<file path="src/rtl/fetch_unit.sv">
// fetch_unit: instruction fetch FSM feeding a {pc, instruction} prefetch FIFO to decode.
// Define FETCH_BUF2_EN for a 2-entry buffer; otherwise the buffer holds a single entry.
module fetch_unit #(
    parameter logic [31:0] RESET_PC = 32'h0000_0060
) (
    input  logic        clk,
    input  logic        rst,
    output logic [31:0] imem_address,
    output logic        imem_read,
    input  logic [31:0] imem_rdata,
    input  logic        imem_resp,
    output logic [31:0] instruction,
    output logic [31:0] instr_pc,
    output logic        instr_valid,
    input  logic        instr_ready,
    input  logic        redirect,
    input  logic [31:0] redirect_pc
);
`ifdef FETCH_BUF2_EN
    localparam int DEPTH = 2;
`else
    localparam int DEPTH = 1;
`endif
    localparam logic [1:0] FULL = 2'(DEPTH);
    typedef enum logic [1:0] {IDLE, REQ, DRAIN} state_t;
    state_t state, state_n;
    logic [31:0] fetch_pc, fetch_pc_n, drain_pc, drain_pc_n, target;
    logic [31:0] buf_pc [DEPTH];
    logic [31:0] buf_ins [DEPTH];
    logic rd_ptr, wr_ptr, push, pop;
    logic [1:0] count, count_pp;
    assign target = {redirect_pc[31:2], 2'b00};
    assign imem_address = fetch_pc;
    assign imem_read = state != IDLE;
    assign instr_valid = count != 2'd0 && !redirect;
    assign instruction = buf_ins[rd_ptr];
    assign instr_pc = buf_pc[rd_ptr];
    assign pop = instr_valid && instr_ready;
    assign push = state == REQ && imem_resp && !redirect;
    assign count_pp = count + {1'b0, push} - {1'b0, pop};
    // DRAIN keeps the stale address on the bus; the redirect target waits in drain_pc
    always_comb begin
        state_n = state;
        fetch_pc_n = fetch_pc;
        drain_pc_n = drain_pc;
        case (state)
            IDLE: begin
                state_n = (redirect || count_pp < FULL) ? REQ : IDLE;
                fetch_pc_n = redirect ? target : fetch_pc;
            end
            REQ: begin
                state_n = imem_resp ? ((!redirect && count_pp == FULL) ? IDLE : REQ)
                                    : (redirect ? DRAIN : REQ);
                fetch_pc_n = imem_resp ? (redirect ? target : fetch_pc + 32'd4) : fetch_pc;
                drain_pc_n = redirect ? target : drain_pc;
            end
            DRAIN: begin
                state_n = imem_resp ? REQ : DRAIN;
                drain_pc_n = redirect ? target : drain_pc;
                fetch_pc_n = imem_resp ? drain_pc_n : fetch_pc;
            end
            default: state_n = IDLE;
        endcase
    end
    always_ff @(posedge clk or negedge rst) begin
        if (!rst) begin
            state <= IDLE;
            fetch_pc <= RESET_PC;
            drain_pc <= RESET_PC;
            rd_ptr <= 1'b0;
            wr_ptr <= 1'b0;
            count <= 2'd0;
            for (int i = 0; i < DEPTH; i++) begin
                buf_pc[i] <= 32'd0;
                buf_ins[i] <= 32'd0;
            end
        end else begin
            state <= state_n;
            fetch_pc <= fetch_pc_n;
            drain_pc <= drain_pc_n;
            if (redirect) begin
                rd_ptr <= 1'b0;
                wr_ptr <= 1'b0;
                count <= 2'd0;
            end else begin
                count <= count_pp;
                if (push) begin
                    buf_pc[wr_ptr] <= fetch_pc;
                    buf_ins[wr_ptr] <= imem_rdata;
                    wr_ptr <= (DEPTH == 1) ? 1'b0 : ~wr_ptr;
                end
                if (pop) rd_ptr <= (DEPTH == 1) ? 1'b0 : ~rd_ptr;
            end
        end
    end
endmodule

</file>
<file path="config.mk">
export PLATFORM = sky130hd
export DESIGN_NAME = fetch_unit
export DESIGN_NICKNAME = d
export VERILOG_FILES = /design/src/rtl/fetch_unit.sv
export SDC_FILE = /design/constraint.sdc
export NUM_CORES = 1
export LEC_CHECK = 0
export BUFFER_PORTS_ARGS = -buffer_cell sky130_fd_sc_hd__buf_4
export CORE_MARGIN = 4
export CORE_UTILIZATION = 31
export DETAILED_ROUTE_END_ITERATION = 10
export REMOVE_ABC_BUFFERS = 1
export SETUP_SLACK_MARGIN = 0.15
export SLEW_MARGIN = 0
export SYNTH_ARGS = -nofsm -noshare
export SYNTH_HDL_FRONTEND = slang
export SYNTH_SLANG_ARGS = --single-unit
</file>
<file path="constraint.sdc">
create_clock -name clk -period 6.9 [get_ports clk]
set_clock_uncertainty 0.1 [all_clocks]
set_input_delay 0.69 -clock clk [delete_from_list [all_inputs] [get_ports clk]]
set_output_delay 0.69 -clock clk [all_outputs]
set_load 0.02 [all_outputs]
</file>
==> reports/results.txt <==
RSZ-0062 raised after global routing - false
Slew Limit Fails - 0
Avg WL per Cell - 18.38 um
Gr ovfl total - 0
TritonCTS clock tree - built
Initial antenna violation count - 0
Clock Sinks - 132
I/O Buffers - 164
Reg clk slew, reported paths - 60 ps
Crit-path max FO - 67
Rel. slew slack - 0.2738
Hold buffer count at cts - 0
Capturing point of the worst reg2reg path - state[0]
First-pass GRT wire length - 30040 um
DR iter-0 viols - 366
Seq/Total Area, Yosys - 0.5010
P_leak - 3.859 nW
Chip Width - 153.9 um
Status - finished clean
Post-route minimum period - 3321 ps
FFs w/ async S/R, synth - 1.000
Drc violations - 0
CTS resizes - 0
Hold Path Class - in2async
Final core utilization - 0.4110
Number of fill cells - 2051
Pin count of the biggest net entering global routing - 70
Die Ht - 153.9 um
ANT cells - 0
Fin nets - 806
Drt pass-1 iters - 4
Row count - 53
Skew-Pair Late Insertion Delay - 410 ps
Clk buf depth - 2
Detailed-route via count - 5294
Total Neg Setup Slack - 0 ps
H-tree depth - 4
#FFs+latches synth - 132
Global Route Usage Sum - 0.1579
Number of global-route vias before repair - 5305
Slew @ Worst Pin - 1089 ps
Cts bufs inserted - 17
Startpoint types - flip-flop
Worst flop-to-flop path startpoint - state[1]
Critical path data arrival time - 3540 ps
Layout cell share with drive strength beyond 1 - 0.4226
Area of the core - 20960 sq um
Ranking of synthesized cells by area - dfrtp_1 (49%), mux2_2 (16%), o21ai_0 (2.8%)
DRT Wirelength - 18710 um
Yosys top cell area share - 0.4851
Synth Instances - 582
Final period utilization - 0.4813
Post-synth cell types - 73
Final setup viols - 0
Post-CTS setup buffers - 0
Post-Synthesis Cell Area - 6603 sq um
Peak supply drop - 197.6 uV
Mapped Avg Cell Area - 11.34 sq um
Die area - 23700 sq um
Gpl congestion - 0.7399
Root Buffer Master - clkbuf_16
Yosys top cell by area - dfrtp_1
Crit Path Class - reg2reg
Initial Util - 0.3151
Worst R2R Path Depth - 11
Number of max-cap violations - 0
Critical Path End Type - flip-flop
Yosys warns - 0
P&R area growth vs syn - 30.45%
Post-route antenna net violation count - 0
Post-DP HPWL - 12210 um
Most common cell in the netlist - dfrtp_1
Worst EP required - 7120 ps
EDFF count, synth - 0
Synth Flop Type - dfrtp_1
Post-DR vias/cell - 5.200
FMAX - 0.3011 GHz
Fin. Hold Viols - 0
I/O pins - 167
Power per standard cell area - 516.1 nW/um^2
Commonest cells post-synth - dfrtp_1 (128), mux2_2 (92), nor2_1 (39)
FF-to-FF setup slack - 3580 ps
==> worst max-delay path by stage <==
stage,cells past startpoint,slack (ps),to,start
floorplan,11,2720,state[0],state[1]
finish,11,3580,state[0],state[1]
global route,11,3270,state[0],state[1]
global placement,11,3630,state[0],state[1]
CTS,11,3580,state[0],state[1]
detailed placement,11,3570,state[0],state[1]
==> through the flow <==
step           cell area, sq um  hold WS, ps  setup slack, ps  power (mW)  instances
2_1_floorplan              6360        294.4             2719       2.678        541
3_3_place_gp               7994        368.2             3628       3.486        986
3_5_place_dp               7994        372.2             3573       3.538        986
4_1_cts                    8613        180.7             3576       4.507       1018
5_1_grt                    8613        216.5             3266       4.753       1018
6_report                   8613        160.3             3579       4.445       1018
==> power by group <==
group	total [mW]	switching [mW]	internal, mW	leakage [nW]
clock network	0.946	0.348	0.599	0.296
logic	2.01	1.10	0.914	1.96
registers	1.48	0.330	1.15	1.60
==> logic make-up (layout without fill, tap and decap cells) <==
kind of cell	count (synthesis)	count (layout)	share of synthesized area
simple gates	148	148	0.1209
compound gates	141	141	0.1522
xor+xnor	8	8	0.01061
fa+ha+maj	7	7	0.01326
mux	93	93	0.1584
flops	132	132	0.5010
buf+inv	53	214	0.04358
==> cell type report <==
class,instances,area [sq um],area share
Tap cell,275,344.1,0.03995
Clock buffer,21,470.5,0.05462
Inverter,12,45.04,0.005230
Timing Repair Buffer,170,1280,0.1486
Clock inverter,11,148.9,0.01729
Sequential cell,132,3308,0.3841
Multi-Input combinational cell,397,3017,0.3502
==> cell usage in the layout (no fill, tap or decap), drive strengths merged, types with 11 or more instances in the layout <==
| cell | instances |
|---|---|
| o21ai | 37 |
| a21oi | 15 |
| clkbuf | 21 |
| a221oi | 16 |
| nor2 | 39 |
| inv | 13 |
| nand3 | 16 |
| mux2 | 92 |
| buf | 170 |
| dfrtp | 128 |
| nand2 | 38 |
| o211ai | 11 |
==> routing by layer <==
metal	track usage	share of wire	up-vias	wire length, um
met3	0.04165	0.075	21	1403
met4	0.04415	0.013	0	237
met1	0.2192	0.45	2599	8426
met5	0	0	-	0
li1	-	-	2476	-
met2	0.2442	0.46	198	8647
==> state kept, by name (all words and copies together), names as in the netlist <==
signal        cells
buf_ins          32
buf_pc           32
count             2
drain_pc         32
imem_address     32
state             2
==> worst max-delay path: stages, from the launching register on <==
cell      delay, ps
dfrtp_1         390
inv_1            80
ha_1            500
nor2b_1         320
nand2_4         560
inv_1           190
ha_1            180
xor2_1          180
xnor2_1         180
mux2i_1         220
a21oi_1          60
a211oi_1        240
No activity file was read; power rests on OpenSTA's default activity.
